--- src/rtl/start_debouncer.sv ---
`timescale 1ns/1ps
`default_nettype none
// ============================================================================
// Module   : start_debouncer
// Purpose  : Debounces a raw mechanical push-button and turns each accepted
//            press into a single-cycle start strobe plus a clean level.
//            The raw input is brought into the clk domain by a 2-flop
//            synchronizer and normalised so that 1 always means "pressed".
//            Optional feature macro: AUTO_REPEAT_EN. When defined, a held
//            button re-emits start_pulse every REPEAT_CYCLES clk cycles.
//
// Ports    : clk          in   system clock
//            reset        in   asynchronous, active-high reset
//            btn_in       in   raw bouncing button, asynchronous to clk
//            start_pulse  out  one-cycle strobe per accepted press
//            start_level  out  debounced pressed level, active-high
//
// Revision : 1.0  initial release
// ============================================================================
module start_debouncer #(
  parameter int DEBOUNCE_CYCLES = 500000,
  parameter int BTN_ACTIVE_LOW  = 1,
  parameter int REPEAT_CYCLES   = 25000000
) (
  input  logic clk,
  input  logic reset,
  input  logic btn_in,
  output logic start_pulse,
  output logic start_level
);

  // Shared counter is wide enough for the longer of the two periods.
  localparam int CNT_MAX = (DEBOUNCE_CYCLES > REPEAT_CYCLES) ? DEBOUNCE_CYCLES : REPEAT_CYCLES;
  localparam int CNT_W   = (CNT_MAX > 1) ? $clog2(CNT_MAX) : 1;

  localparam logic [CNT_W-1:0] c_deb_last = CNT_W'(DEBOUNCE_CYCLES - 1);
`ifdef AUTO_REPEAT_EN
  localparam logic [CNT_W-1:0] c_rep_last = CNT_W'(REPEAT_CYCLES - 1);
`endif

  // Raw level of an unpressed button; the synchronizer resets to it so that
  // leaving reset never looks like a press edge.
  localparam logic c_btn_idle = (BTN_ACTIVE_LOW != 0) ? 1'b1 : 1'b0;

  typedef enum logic [1:0] {
    IDLE        = 2'd0,
    DEB_PRESS   = 2'd1,
    PRESSED     = 2'd2,
    DEB_RELEASE = 2'd3
  } state_t;

  logic             sync1_q, sync1_d;
  logic             sync2_q, sync2_d;
  logic             btn_sync;
  state_t           state_q, state_d;
  logic [CNT_W-1:0] cnt_q, cnt_d;
  logic             pulse_q, pulse_d;
  logic             level_q, level_d;

  assign btn_sync = (BTN_ACTIVE_LOW != 0) ? ~sync2_q : sync2_q;

  always_comb begin
    sync1_d = btn_in;
    sync2_d = sync1_q;
    state_d = state_q;
    cnt_d   = cnt_q;
    pulse_d = 1'b0;

    case (state_q)
      IDLE: begin
        if (btn_sync) begin
          state_d = DEB_PRESS;
          cnt_d   = '0;
        end
      end

      DEB_PRESS: begin
        if (!btn_sync) begin
          // Bounce: drop back without any visible effect.
          state_d = IDLE;
          cnt_d   = '0;
        end else if (cnt_q == c_deb_last) begin
          state_d = PRESSED;
          cnt_d   = '0;
          pulse_d = 1'b1;
        end else begin
          cnt_d = cnt_q + 1'b1;
        end
      end

      PRESSED: begin
        if (!btn_sync) begin
          state_d = DEB_RELEASE;
          cnt_d   = '0;
        end else begin
`ifdef AUTO_REPEAT_EN
          if (cnt_q == c_rep_last) begin
            cnt_d   = '0;
            pulse_d = 1'b1;
          end else begin
            cnt_d = cnt_q + 1'b1;
          end
`else
          cnt_d = '0;
`endif
        end
      end

      DEB_RELEASE: begin
        if (btn_sync) begin
          // Release bounce: still pressed, no new strobe.
          state_d = PRESSED;
          cnt_d   = '0;
        end else if (cnt_q == c_deb_last) begin
          state_d = IDLE;
          cnt_d   = '0;
        end else begin
          cnt_d = cnt_q + 1'b1;
        end
      end

      default: begin
        state_d = IDLE;
        cnt_d   = '0;
      end
    endcase

    // Level follows the next state so it is registered together with it.
    level_d = (state_d == PRESSED) || (state_d == DEB_RELEASE);
  end

  always_ff @(posedge clk or posedge reset) begin
    if (reset) begin
      sync1_q <= c_btn_idle;
      sync2_q <= c_btn_idle;
      state_q <= IDLE;
      cnt_q   <= '0;
      pulse_q <= 1'b0;
      level_q <= 1'b0;
    end else begin
      sync1_q <= sync1_d;
      sync2_q <= sync2_d;
      state_q <= state_d;
      cnt_q   <= cnt_d;
      pulse_q <= pulse_d;
      level_q <= level_d;
    end
  end

  assign start_pulse = pulse_q;
  assign start_level = level_q;

endmodule
`default_nettype wire

--- config.mk ---
export PLATFORM = sky130hd
export DESIGN_NAME = start_debouncer
export DESIGN_NICKNAME = d
export VERILOG_FILES = /design/src/rtl/start_debouncer.sv
export SDC_FILE = /design/constraint.sdc
export NUM_CORES = 1
export LEC_CHECK = 0
export CAP_MARGIN = 10
export CORE_MARGIN = 2
export CORE_UTILIZATION = 45
export DETAILED_ROUTE_END_ITERATION = 16
export REMOVE_ABC_BUFFERS = 1
export SETUP_SLACK_MARGIN = 0.05
export SKIP_LAST_GASP = 1
export SLEW_MARGIN = 20
export SYNTH_ARGS = -nofsm -noshare
export SYNTH_HDL_FRONTEND = slang
export SYNTH_SLANG_ARGS = --single-unit
--- constraint.sdc ---
create_clock -name clk -period 5.2 [get_ports clk]
set_input_delay 1.04 -clock clk [delete_from_list [all_inputs] [get_ports clk]]
set_output_delay 1.04 -clock clk [all_outputs]
set_load 0.02 [all_outputs]
==> results of run 1 <==
metal layers:
layer / share of wire [%] / up-vias
met5: 0 / -
met4: 1.0 / 0
met3: 2.6 / 4
met2: 50 / 20
met1: 47 / 591
li1: - / 592
worst min-delay path by stage:
| stage | from | to | slack [ns] | cells after the start |
|---|---|---|---|---|
| floorplan | sync1_q | sync2_q | 0.35 | 0 |
| global placement | sync1_q | sync2_q | 0.35 | 0 |
| detailed placement | sync1_q | sync2_q | 0.35 | 0 |
| CTS | sync1_q | sync2_q | 0.36 | 0 |
| global route | sync1_q | sync2_q | 0.37 | 0 |
| finish | sync1_q | sync2_q | 0.36 | 0 |
power breakdown:
part           internal, mW  switching [mW]  total (mW)  leakage, nW
combinational       0.00673          0.0170      0.0237        0.291
clock                 0.204          0.0921       0.296       0.0714
sequential            0.237         0.00229       0.239        0.409
total                 0.448           0.111       0.559        0.771
cells by family (layout without fill, tap and decap cells):
logic type / count (synthesis) / count (layout)
buffers and inverters: 13 / 20
adder cells (fa/ha/maj): 1 / 1
AND/OR/NAND/NOR: 81 / 81
AO/OA/AOI/OAI: 19 / 19
flip-flops: 30 / 30
multiplexers: 1 / 1
XOR/XNOR: 16 / 16
state kept, by name, summed over array words and instances, names as in the netlist:
| register | flops |
|---|---|
| sync1_q | 1 |
| sync2_q | 1 |
| start_level | 1 |
| start_pulse | 1 |
| state_q | 1 |
| cnt_q | 25 |
stage by stage:
step | util (%) | instance area (um^2)
final | 51.0 | 1840
after detailed placement | 47.0 | 1700
after floorplan | - | 1580
after global placement | 47.0 | 1700
after CTS | 51.0 | 1840
after global routing | 51.0 | 1840
Yosys cell counts:
library cell / instances / share of area, %
buf_6: 6 / 4.1
nor2_1: 18 / 4.1
o21ai_0: 2 / 0.61
ha_1: 1 / 0.76
inv_1: 6 / 1.4
nand2_1: 11 / 2.5
a21oi_4: 1 / 0.98
xor2_1: 6 / 3.2
nor4_4: 2 / 2.6
o211ai_1: 2 / 0.91
mux2i_1: 1 / 0.61
nor4_2: 1 / 0.76
dfrtp_1: 28 / 42
a31oi_1: 9 / 3.4
or2_0: 2 / 0.76
o21a_1: 1 / 0.45
nand4_4: 2 / 2.6
o22ai_1: 1 / 0.38
xnor2_1: 10 / 5.3
a41oi_1: 2 / 1.1
and4_1: 4 / 2.1
dfstp_2: 2 / 3.2
nor4_1: 2 / 0.76
a32o_1: 1 / 0.61
buf_2: 1 / 0.30
or3b_2: 1 / 0.53
nand4_1: 9 / 3.4
nor3b_1: 1 / 0.45
nor3_1: 5 / 1.5
nand3_1: 13 / 3.9
nor4b_1: 1 / 0.53
and3_2: 3 / 1.4
nand3b_1: 3 / 1.4
and2_2: 1 / 0.45
and2_1: 2 / 0.76
layout make-up:
class / count / area, um^2
Timing Repair Buffer: 6 / 55.1
Clock inverter: 2 / 60.1
Tap cell: 48 / 60.1
Fill cell: 345 / 1770
Multi-Input combinational cell: 118 / 805
Inverter: 6 / 22.5
Clock buffer: 6 / 82.6
Sequential cell: 30 / 753
==> results.tsv, run 1 <==
metric	value	unit
status	finished, final reports clean	
cpPeakStageDelay	0.64	ns
clk_pin_slew	0.06	ns
reg2reg_setup_slack	3.01	ns
clockBufferDepth	2	
num_io_pins	5	
antenna_left	0	
routabilityCongestion	0.735	
layoutNonFillerInstCount	216	
routed_wl	3.29	mm
vias	1207	
power	0.559	mW
hold_viol_final	0	
cts_root_buffer	clkbuf_8	
synthMuxAreaShare	0.606	%
syn-cell-area	0.00165	mm^2
postCtsSetupBuffers	0	
setup_slack	2.80	ns
critical_path.max_fanout	6	
fmax	417	MHz
ys_ff_latch	30	
yosysSeqAreaShare	45.6	%
grt.overflow.total	0	
critical_path_class	reg -> out	
dp_hpwl	2.20	mm
yosys.area_share.adder	0.757	%
grt_use_met2	29.9	%
path_buf_inv	1	
drc	0	
cpMaxStageDelayCell	clkdlybuf4s50_1	
syn2layout_area_growth	11.2	%
cp_top_family	buffers and inverters	
start_kind	flop	
yosysWarnings	0	
first_pass_iters	4	
synth_simple_gate_area_share	30.4	%
finalCritPeriodShare	46.1	%
rr_worst_depth	5	
grt_max_degree	31	
crit_required	4.16	ns
drv_cap	0	
cts_resized	0	
final.min_clock_period	2.40	ns
busiest_layer	met2	
r2r-end	cnt_q[12]	
critical_path_depth	1	
crit_path_end_kind	primary output	
io_buffers	4	
wl_per_cell	15.2	um
synth_top_family_by_area	simple AND/OR/NAND/NOR gates	
ir_drop	0.179	mV
grt_pass1_wl	5.84	mm
synthCells	161	
clock_latency	0.29	ns
synth-xor-area-share	8.48	%
nets	171	
drive_gt1_share	14.3	%
grtUsageMet1	23.6	%
die_area	0.00417	mm^2
worstHoldPathType	reg -> reg	
grt_setup_unrepaired	false	
dpl.cell_count	208	
r2r_start	cnt_q[10]	
pre_cts_ws	2.76	ns
final_cell_mix	dfrtp_1 (28), nor2_1 (18), nand3_1 (13), nand2_1 (11), xnor2_1 (10)	
powerDensity	304	mW/mm^2
die_x	64.6	um
n_antenna_cell	0	
cts_tree	done	
drt_iter0_drc	64	
crit_end	start_level	
grt_antenna_before_repair	0	
final_common_cell	dfrtp_1	
syn_avg_cell_area	10.3	um^2
numCtsBuffers	5	
via_per_inst	5.59	
setup_viol	0	
ctsHoldBuffers	0	
core	0.00361	mm^2
htree_levels	2	
placementRows	22	
cp_cell_sequence	clkdlybuf4s50_1	
relSlewSlack	56.6	%
start_util	45.8	%
die_y	64.6	um
gr-usage-all-layers	18.5	%
grt_util_met3	4.17	%
worstMarginPinSlew	0.651	ns
synth_compound_area_share	8.40	%
grt_pass1_vias	1239	
fin_setup_tns	0	ns
hold_slack	0.362	ns
synth.distinct_cells	35	
cts.sinks	30	
p_leak	0.771	nW
arrival	1.36	ns
crit_start	start_level	
fin_worst_skew	0.00793	ns
slew_viol_final	0	
Note: power is estimated with default switching activity, not from simulation.
==> inputs of run 2 (changes only) <==
==> constraint.sdc (replaced) <==
create_clock -name clk -period 1.95 [get_ports clk]
set_input_delay 0.39 -clock clk [delete_from_list [all_inputs] [get_ports clk]]
set_output_delay 0.39 -clock clk [all_outputs]
set_load 0.02 [all_outputs]
==> results.tsv, run 2 (synthesis results as in run 1) <==
metric	value	unit	change
setup_viol	0		unchanged
wl_per_cell	14.5	um	was 15.2 um
fmax	554	MHz	
nFillCells	312		was 345
core	0.00361	mm^2	unchanged
die_x	64.6	um	unchanged
hold-path-cell-count	0		unchanged
min_to	sync2_q		unchanged
reg2reg_setup_slack	0.14	ns	was 3.01 ns
cts_resized	1		was 0
drt_iter0_drc	28		was 64
arrival	1.96	ns	was 1.36 ns
p_leak	0.856	nW	was 0.771 nW
cp_cell_sequence	nor4_1, nand4_1, o21a_2, buf_4, a41oi_1, a31oi_1		was clkdlybuf4s50_1
antenna_left	0		unchanged
grt.overflow.total	0		unchanged
powerDensity	629	mW/mm^2	was 304 mW/mm^2
dp_hpwl	2.49	mm	was 2.20 mm
r2r-end	cnt_q[16]		was cnt_q[12]
hold_viol_final	0		unchanged
worstHoldPathType	reg -> reg		unchanged
die_area	0.00417	mm^2	unchanged
crit_required	2.10	ns	was 4.16 ns
finalCritPeriodShare	92.6	%	
die_y	64.6	um	unchanged
largest_reg_flops	25		unchanged
vias	1262		was 1207
dpl.cell_count	226		was 208
cts_root_buffer	clkbuf_8		unchanged
nets	189		was 171
htree_levels	2		unchanged
routabilityCongestion	0.831		was 0.735
grt_pass1_wl	6.09	mm	was 5.84 mm
hold_start	sync1_q		unchanged
status	finished, final reports clean		unchanged
drc	0		unchanged
layoutNonFillerInstCount	234		was 216
slew_viol_final	0		unchanged
drv_cap	0		unchanged
grt_max_degree	31		unchanged
top_register	cnt_q		unchanged
postCtsSetupBuffers	0		unchanged
rr_worst_depth	6		was 5
start_kind	flop		unchanged
syn2layout_area_growth	18.0	%	was 11.2%
r2r_start	cnt_q[6]		was cnt_q[10]
routed_wl	3.40	mm	was 3.29 mm
numCtsBuffers	5		unchanged
fin_worst_skew	0.00732	ns	was 0.00793 ns
fin_area	0.00195	mm^2	was 0.00184 mm^2
num_io_pins	5		unchanged
cts_tree	done		unchanged
io_buffers	4		unchanged
grt_setup_unrepaired	true		was false
final.min_clock_period	1.81	ns	
final_common_cell	dfrtp_1		unchanged
gr-usage-all-layers	19.2	%	was 18.5%
grt_pass1_vias	1267		was 1239
n_antenna_cell	0		unchanged
ctsHoldBuffers	0		unchanged
cpMaxStageDelayCell	dfrtp_1		was clkdlybuf4s50_1
via_per_inst	5.39		was 5.59
first_pass_iters	5		was 4
crit_path_end_kind	flop		was primary output
cts.sinks	30		unchanged
final_cell_mix	dfrtp_1 (28), buf_4 (19), nor2_1 (18), nand3_1 (13), nand2_1 (11)		was dfrtp_1 (28), nor2_1 (18), nand3_1 (13), nand2_1 (11), xnor2_1 (10)
grt_antenna_before_repair	0		unchanged
critical_path_class	reg -> reg		was reg -> out
clock_latency	0.28	ns	was 0.29 ns
worstMarginPinSlew	0.380	ns	was 0.651 ns
placementRows	22		unchanged
placed_area	0.00184	mm^2	was 0.00170 mm^2
ir_drop	0.403	mV	was 0.179 mV
clockBufferDepth	2		unchanged
relSlewSlack	74.7	%	was 56.6%
drive_gt1_share	22.6	%	was 14.3%
hold_slack	0.358	ns	was 0.362 ns
cpPeakStageDelay	0.42	ns	was 0.64 ns
clk_pin_slew	0.07	ns	was 0.06 ns
critical_path.max_fanout	7		was 6
start_util	45.8	%	unchanged
==> run 2: changes by cell type in the layout (fill, tap and decap cells not counted), sizes merged <==
cell,change
clkinv,+1
clkbuf,+1
buf,+18
bufinv,-2
==> run 2: worst max path at each step <==
stage / startpoint / cells after the start / to / slack [ns]
finish: cnt_q[6] / 6 / cnt_q[16] / 0.14
detailed placement: cnt_q[12] / 6 / cnt_q[16] / 0.06
global route: cnt_q[0] / 6 / cnt_q[21] / 0.04
CTS: cnt_q[6] / 6 / cnt_q[16] / 0.11
global placement: cnt_q[12] / 6 / cnt_q[16] / 0.08
floorplan: sync2_q / 5 / cnt_q[7] / -0.19
==> run 2: cell type report <==
| type | count | area [um^2] | share of cell area (%) |
|---|---|---|---|
| clock buffers | 7 | 86.3 | 4.43 |
| flip-flops and latches | 30 | 753 | 38.6 |
| clock inverters | 1 | 5.00 | 0.257 |
| inverters | 6 | 22.5 | 1.15 |
| well taps | 48 | 60.1 | 3.08 |
| multi-input cells | 118 | 821 | 42.1 |
| repair buffers | 24 | 203 | 10.4 |
==> run 2: routing by layer <==
layer / track usage (%) / part of all wire [%] / up-vias
li1: - / - / 633
met1: 26.0 / 49 / 608
met2: 30.7 / 48 / 15
met3: 4.34 / 2.2 / 6
met4: 6.38 / 1.5 / 0
met5: 0 / 0 / -
==> run 2: worst max-delay path, delay by kind of cell (launching register included) <==
kind,cells,cell delay (ns)
and+or+nand+nor,2,0.54
AOI/OAI and AO/OA,3,0.54
DFF,1,0.42
buffers and inverters,1,0.18
==> run 2: through the flow <==
step	TNS (ns)	worst slack (ns)	power, mW	utilization, %
detailed placement	0	0.0591	0.728	51.1
floorplan	-0.478	-0.193	0.689	-
global route	0	0.0419	1.28	54.1
CTS	0	0.107	1.24	53.8
global placement	0	0.0820	0.726	51.1
finish	0	0.144	1.23	54.1
==> run 2: where the power goes <==
| group | internal [mW] | switching (mW) | total (mW) |
|---|---|---|---|
| Clock | 0.284 | 0.226 | 0.510 |
| Sequential | 0.631 | 0.00538 | 0.636 |
| Combinational | 0.0308 | 0.0486 | 0.0794 |
| Total | 0.946 | 0.280 | 1.23 |
==> inputs of run 3 (changes only) <==
==> constraint.sdc (replaced) <==
create_clock -name clk -period 1.71 [get_ports clk]
set_input_delay 0.342 -clock clk [delete_from_list [all_inputs] [get_ports clk]]
set_output_delay 0.342 -clock clk [all_outputs]
set_load 0.02 [all_outputs]
==> results.tsv, run 3 (synthesis results as in run 1) <==
metric	value	unit	change
core	0.00361	mm^2	unchanged
grt_antenna_before_repair	0		unchanged
nets	220		was 189
antenna_left	0		unchanged
ctsHoldBuffers	0		unchanged
ff_latch_area	753	um^2	unchanged
cp_cell_sequence	nor4b_4, nand4_1, buf_4, buf_4, nor2_1, nand2_2, and2_1		was nor4_1, nand4_1, o21a_2, buf_4, a41oi_1, a31oi_1
clockBufferDepth	2		unchanged
arrival	1.88	ns	was 1.96 ns
critical_path.max_fanout	3		was 7
cp_common_cell	buf_4		
finalCritPeriodShare	99.6	%	was 92.6%
grt.overflow.total	0		unchanged
start_kind	flop		unchanged
cts_root_buffer	clkbuf_8		unchanged
crit_required	1.89	ns	was 2.10 ns
nFillCells	292		was 312
multi_input_area	858	um^2	was 821 um^2
critical_path_class	reg -> reg		unchanged
wl_per_cell	14.4	um	was 14.5 um
placementRows	22		unchanged
slew_viol_final	0		unchanged
via_per_inst	5.38		was 5.39
grt_max_degree	31		unchanged
cpPeakStageDelay	0.41	ns	was 0.42 ns
io_buffers	4		unchanged
grt_pass1_vias	1414		was 1267
final_cell_mix	buf_4 (46), dfrtp_1 (28), nor2_1 (18), nand3_1 (11)		was dfrtp_1 (28), buf_4 (19), nor2_1 (18), nand3_1 (13), nand2_1 (11)
numCtsBuffers	5		unchanged
drt_iter0_drc	56		was 28
drc	0		unchanged
final_common_cell	buf_4		was dfrtp_1
htree_levels	2		unchanged
die_area	0.00417	mm^2	unchanged
drive_gt1_share	37.3	%	was 22.6%
r2r_start	cnt_q[12]		was cnt_q[6]
fin_worst_skew	0.00579	ns	was 0.00732 ns
hold_start	sync1_q		unchanged
cts_tree	done		unchanged
die_y	64.6	um	unchanged
top_register	cnt_q		unchanged
powerDensity	681	mW/mm^2	was 629 mW/mm^2
clock_latency	0.29	ns	was 0.28 ns
fin_setup_tns	0	ns	unchanged
crit_path_end_kind	flop		unchanged
routabilityCongestion	0.870		was 0.831
power	1.53	mW	was 1.23 mW
final.min_clock_period	1.70	ns	was 1.81 ns
worstMarginPinSlew	0.388	ns	was 0.380 ns
p_leak	1.03	nW	was 0.856 nW
crit_start	cnt_q[12]		was cnt_q[6]
dp_hpwl	2.66	mm	was 2.49 mm
postLayoutCoreUtil	62.5	%	was 54.1%
largest_reg_flops	25		unchanged
relSlewSlack	74.1	%	was 74.7%
cts.sinks	30		unchanged
clk_pin_slew	0.06	ns	was 0.07 ns
cp_top_family	simple AND/OR/NAND/NOR gates		unchanged
status	finished, final reports clean		unchanged
fmax	587	MHz	was 554 MHz
path_buf_inv	2		was 1
die_x	64.6	um	unchanged
start_util	45.8	%	unchanged
ir_drop	0.500	mV	was 0.403 mV
cpMaxStageDelayCell	dfrtp_1		unchanged
setup_viol	0		unchanged
n_antenna_cell	0		unchanged
grt_setup_unrepaired	true		unchanged
syn2layout_area_growth	36.3	%	was 18.0%
num_io_pins	5		unchanged
drv_cap	0		unchanged
routed_wl	3.81	mm	was 3.40 mm
vias	1427		was 1262
gr-usage-all-layers	20.7	%	was 19.2%
first_pass_iters	4		was 5
hold_viol_final	0		unchanged
worstHoldPathType	reg -> reg		unchanged
grt_pass1_wl	6.56	mm	was 6.09 mm
[run 3: worst paths after layout]
kind,endpoint,slack (ns),cells past startpoint
max,state_q[0],0.007,7
min,sync2_q,0.37,0
max reg2reg,state_q[0],0.007,7
min reg2reg,sync2_q,0.37,0
max in group asynchronous,sync2_q,0.96,3
min in group asynchronous,cnt_q[19],0.43,3
[run 3: layer usage]
metal | global-route usage [%] | share of wire, % | up-vias
li1 | - | - | 695
met1 | 26.5 | 46 | 701
met2 | 33.1 | 49 | 24
met3 | 5.56 | 3.0 | 7
met4 | 9.04 | 2.1 | 0
met5 | 0 | 0 | -
[run 3: repair_timing]
| item | 4_1_cts | 5_1_grt |
|---|---|---|
| gates resized for setup | 8 | 10 |
| buffers inserted | 5 | 6 |
| endpoints found under the setup margin | 26 | 28 |
| pin swaps | 9 | 3 |
[run 3: report_power, final]
group | internal, mW | switching [mW] | leakage [nW]
clock network | 0.428 | 0.273 | 0.0579
logic | 0.0469 | 0.0596 | 0.565
registers | 0.720 | 0.00720 | 0.409
total | 1.19 | 0.339 | 1.03
[run 3: cell type report]
type | instances | share of cell area [%]
clock buffers | 5 | 3.06
inverters | 6 | 1.00
well taps | 48 | 2.67
multi-input cells | 118 | 38.1
repair buffers | 55 | 19.9
clock inverters | 3 | 1.78
flip-flops and latches | 30 | 33.4
[run 3: stage by stage]
stage                     setup WS, ns  cell area (um^2)  hold WS (ns)  std cells
after CTS                       0.0159              2170         0.370        259
after detailed placement        -0.198              1990         0.357        246
after global routing           -0.0875              2250         0.375        265
after floorplan                 -0.433              1580         0.345        154
after global placement          -0.155              1990         0.349        246
final                          0.00726              2250         0.369        265
==> RTL change 1 (config.mk and constraints of run 2) <==
Reset style: synchronous (`reset`), changed in one clocked block. Comments in the files are not updated.
--- a/src/rtl/start_debouncer.sv
+++ b/src/rtl/start_debouncer.sv
@@ -131,3 +131,3 @@
 
-  always_ff @(posedge clk or posedge reset) begin
+  always_ff @(posedge clk) begin
     if (reset) begin
Formal check against the unedited RTL: same outputs for any inputs over 10 cycles, from zero or initial values and one cycle with reset high; that may be too few to reach the edited logic, so the function may still have changed.
==> RTL change 1 against run 2 <==
Routed wire length up 15%; setup slack got worse by 0.064 ns; design area shrank 6.5%; die area shrank 4.4%; power down 16%; critical endpoint is now cnt_q[24]; cell count is 8.5% higher; largest power group unchanged; area after synthesis shrank 4.7%; sequential cell count unchanged; hold slack better by 0.067 ns.
==> RTL change 1: results (changes against run 2) <==
Timing
  • Final Cycle Share: 95.92% (+3.3 points)
  • Hold Slack: 0.4255 ns (+0.06699 ns)

Placement
  • Placer Congestion: 0.8502 (+2.3%)
  • Setup WS pre-CTS: 0.04722 ns (-0.01187 ns)
  • Inst Count DP: 248 (+9.7%)
  • Hpwl dp: 2786 um (+12%)

Detailed routing
  • Drt total wl: 3899 um (+15%)
  • Vias per cell: 5.898 (+9.4%)
  • Vias: 1498 (+19%)
  • Met1 wire length: 1735 um (+5.2%)
  • DRT Pass-1 Iters: 4 (-1)

Critical path
  • CP endpoint: cnt_q[24]
  • FF-to-FF Start: cnt_q[0]
  • Data arrival time of the critical path: 2.14 ns (+0.18 ns)

GRT
  • Vias in the first global route: 1452 (+15%)
  • GR Layer Usage met3: 5.357% (+1.0 points)
  • Largest net degree at the start of global routing: 24 (-23%)
  • Met2 Track Usage GR: 37.50% (+6.8 points)
  • Total track usage: 21.70% (+2.5 points)
  • First-pass GRT wire length: 6831 um (+12%)

Clock tree
  • Clk slew on worst S/H paths: 0.09 ns (+0.02 ns)
  • CTS Root Cell: clkbuf_4
  • Clk_lat worst skew: 0.32 ns (+0.04 ns)

Pwr
  • Net Sw Power: 0.2333 mW (-17%)
  • Max IR drop VDD: 0.3594 mV (-11%)
  • P_comb: 0.0537 mW (-32%)
  • Clock share of power: 34.9% (-6.7 points)
  • Static leakage: 0.6084 nW (-29%)

Status
  • Status: finished, final reports clean

Logic synthesis
  • Main synth FF type: dfxtp_1
  • Synth async-reset ratio: 0% (-100 points)
  • Seq/Total Area, Yosys: 38.13% (-7.4 points)
  • Post-synthesis cell count: 191 (+19%)
  • Post-synth cell types: 42 (+20%)
  • Synth cell count leaders: dfxtp_1 (30), nand2_1 (21), nor3_1 (13)
  • Top area cells in the synthesized netlist: dfxtp_1 (38%), nand2_1 (5.0%), nand4_1 (4.8%), nor3_1 (4.1%), xnor2_1 (3.9%)

Final layout
  • Nets: 213 (+13%)

Hold path
  • WHS Endpoint: sync2_q
  • Worst Hold Depth: 1 (+1)
  • HP Start: sync1_q
RTL change 1: cell count changes after synthesis, moves of 8 or more:
cell | run 2 | this run
nor2_1 | 18 | 10
nand2_1 | 11 | 21
nor3_1 | 5 | 13
a21oi_1 | 0 | 8
dfrtp_1 | 28 | 0
dfxtp_1 | 0 | 30
RTL change 1: repair_timing:
action,in CTS,in global routing
setup buffers,0,0
setup endpoints to repair,1,6
resized for setup,2,4
RTL change 1: cell families after synthesis:
kind of cell    Yosys count  synth area share (%)
compound gates           33                 14.22
flops                    30                 38.13
fa+ha+maj                 1                0.7942
xor+xnor                 11                 6.116
simple gates            103                 36.93
mux                       1                0.6355
buf+inv                  12                 3.177
RTL change 1: cell type report:
type | count | area, um2
inverters | 4 | 15.01
well taps | 46 | 57.56
multi-input cells | 149 | 944.7
flip-flops and latches | 30 | 603.1
clock buffers | 6 | 51.30
repair buffers | 19 | 152.6
fillers | 325 | 1513
==> RTL change 2 (config.mk and constraints of run 2) <==
Made on the original files. The option `AUTO_REPEAT_EN` is turned on by a define.
--- a/src/rtl/start_debouncer.sv
+++ b/src/rtl/start_debouncer.sv
@@ -19,2 +19,4 @@
 // ============================================================================
+`define AUTO_REPEAT_EN
+
 module start_debouncer #(
Formal check against the unedited RTL: no difference found for any inputs over 10 cycles, from zero or initial values and one cycle with reset high; that may be too few to reach the edited logic, so the function may still have changed.
==> RTL change 2 against run 2 <==
The flow now finishes with violations (setup timing); design area rose by 46%; count of clock-buffer cells in the layout grew 1; sequential cell count rose by 1; area after synthesis grew 12%; setup slack got worse by 0.32 ns; routed wire length increased by 85%.
Power is not compared: it rests on default switching activity, and its combinational part moved more than twofold at a synthesized area within 25%.
==> RTL change 2: results (changes against run 2) <==
Logic synthesis
  • Synth cell count leaders: dfrtp_1 (29), nand2_1 (21), a21oi_1 (17)
  • Seq/Total Area, Yosys: 42.08% (-3.5 points)
  • Top area cells in the synthesized netlist: dfrtp_1 (39%), a21oi_1 (4.6%), a31oi_1 (4.4%), nand2_1 (4.3%), nand3_1 (4.1%)
  • Synth async-reset ratio: 100.0% (unchanged)
  • Post-synthesis cell count: 211 (+31%)
  • Post-synth cell types: 44 (+26%)
  • Synth warnings: 0 (unchanged)

Timing
  • Normalized max-slew margin: 60.03% (-15 points)
  • PnR worst setup slack: -0.1733 ns (-0.3172 ns)
  • Worst Clk Skew: 0.006615 ns (-0.0007021 ns)
  • Setup TNS: -1.951 ns (-1.951 ns)
  • # setup viols final: 25 (+25)

Final layout
  • Top flop regs: cnt_q x25, state_q x2
  • Ant diodes: 0 (unchanged)
  • Nets: 291 (+54%)
  • Final std cells w/o fill: 334 (+43%)
  • Fillers: 282 (-9.6%)
  • Fraction of layout instances using a drive strength above 1: 41.90% (+19 points)

Pwr
  • Static leakage: 1.191 nW
  • Max IR drop VDD: 0.5691 mV

Hold path
  • HP Start: sync1_q
  • Worst Hold Depth: 0 (unchanged)
  • Hold WC Path Type: reg -> reg

Placement
  • Placer Congestion: 0.8765 (+5.4%)
  • Buffers on Ports: 4 (unchanged)
  • Hpwl dp: 3551 um (+43%)
  • Inst Count DP: 305 (+35%)

GRT
  • First-pass GRT wire length: 8901 um (+46%)
  • Largest net degree at the start of global routing: 32 (+3.2%)
  • Total track usage: 26.27% (+7.0 points)
  • Initial antenna violation count: 0 (unchanged)
  • Vias in the first global route: 1868 (+47%)
  • Global route overflow: 0 (unchanged)

Critical path
  • Data arrival time of the critical path: 2.33 ns (+0.37 ns)
  • Kind of critical path: reg -> reg
  • Worst-path maximum fanout: 5 (-2)
  • FF-to-FF Start: cnt_q[1]
  • Worst Reg-to-Reg Cells: 9 (+3)

Detailed routing
  • Drt total wl: 6281 um (+85%)
  • Vias: 2038 (+61%)
  • Drt initial violations: 216 (+670%)
  • DRT Pass-1 Iters: 5 (unchanged)

Status
  • Status: finished, violations left
  • Failing checks: setup timing

Clock tree
  • Clk_lat worst skew: 0.29 ns
  • Total CTS buffers: 5 (unchanged)
  • CTS Root Cell: clkbuf_8
  • H-tree depth: 2 (unchanged)
  • Clock Path Buffers: 2 (unchanged)
  • Clk slew on worst S/H paths: 0.07 ns (about the same)
==> RTL change 2: kinds of logic (layout without fill, tap and decap cells) <==
| group | count (synthesis) | in the layout | synth area share (%) |
|---|---|---|---|
| adder cells (fa/ha/maj) | 5 | 5 | 3.383 |
| XOR/XNOR | 1 | 1 | 0.4737 |
| buffers and inverters | 21 | 92 | 5.142 |
| multiplexers | 2 | 2 | 1.083 |
| AO/OA/AOI/OAI | 58 | 60 | 20.57 |
| flip-flops | 31 | 31 | 42.08 |
| AND/OR/NAND/NOR | 93 | 93 | 27.27 |
==> RTL change 2: worst max-delay path, cell delays in order (launching register included) <==
cell and delay, ns:
dfrtp_1 0.39, ha_2 0.19, and3_4 0.21, nand3_4 0.10, o32ai_4 0.09, buf_12 0.15, a21o_4 0.24, buf_4 0.13
or3_1 0.38, o21ai_1 0.14
==> RTL change 2: worst paths after layout <==
kind	to	slack [ns]
setup / recovery	cnt_q[12]	-0.17
hold / removal	sync2_q	0.35
setup reg to reg	cnt_q[12]	-0.17
hold reg to reg	sync2_q	0.35
max in group asynchronous	sync1_q	1.14
min in group asynchronous	cnt_q[4]	0.48
==> RTL change 2: power breakdown <==
part,switching [mW],leakage [nW],internal [mW]
Clock,0.262,0.0515,0.322
Combinational,0.340,0.716,0.326
Sequential,0.0276,0.423,0.675
==> RTL change 2: layout make-up <==
cell class              count  area share, %
multi-input cells         161          42.74
well taps                  50          2.192
repair buffers             72          22.71
flip-flops and latches     31          27.27
clock buffers               8          3.507
inverters                  12          1.578
==> RTL change 2: stage by stage <==
step | setup WS, ns | area, um2
floorplan | -0.3444 | 1799
finish | -0.1733 | 2854
global placement | -0.1475 | 2282
global route | -0.2399 | 2854
detailed placement | -0.2013 | 2282
CTS | -0.08189 | 2546
==> RTL change 2: per-layer routing <==
metal / track usage (%) / wire length [um]
met1: 33.37 / 2509
met2: 43.45 / 3190
met3: 4.934 / 342
met4: 11.50 / 239
met5: 0 / 0
==> RTL change 2: timing repair <==
action | CTS | global route
gates cloned | 1 | 5
endpoints found under the setup margin | 27 | 29
setup buffers | 8 | 10
pin swaps | 10 | 24
resized for setup | 17 | 42
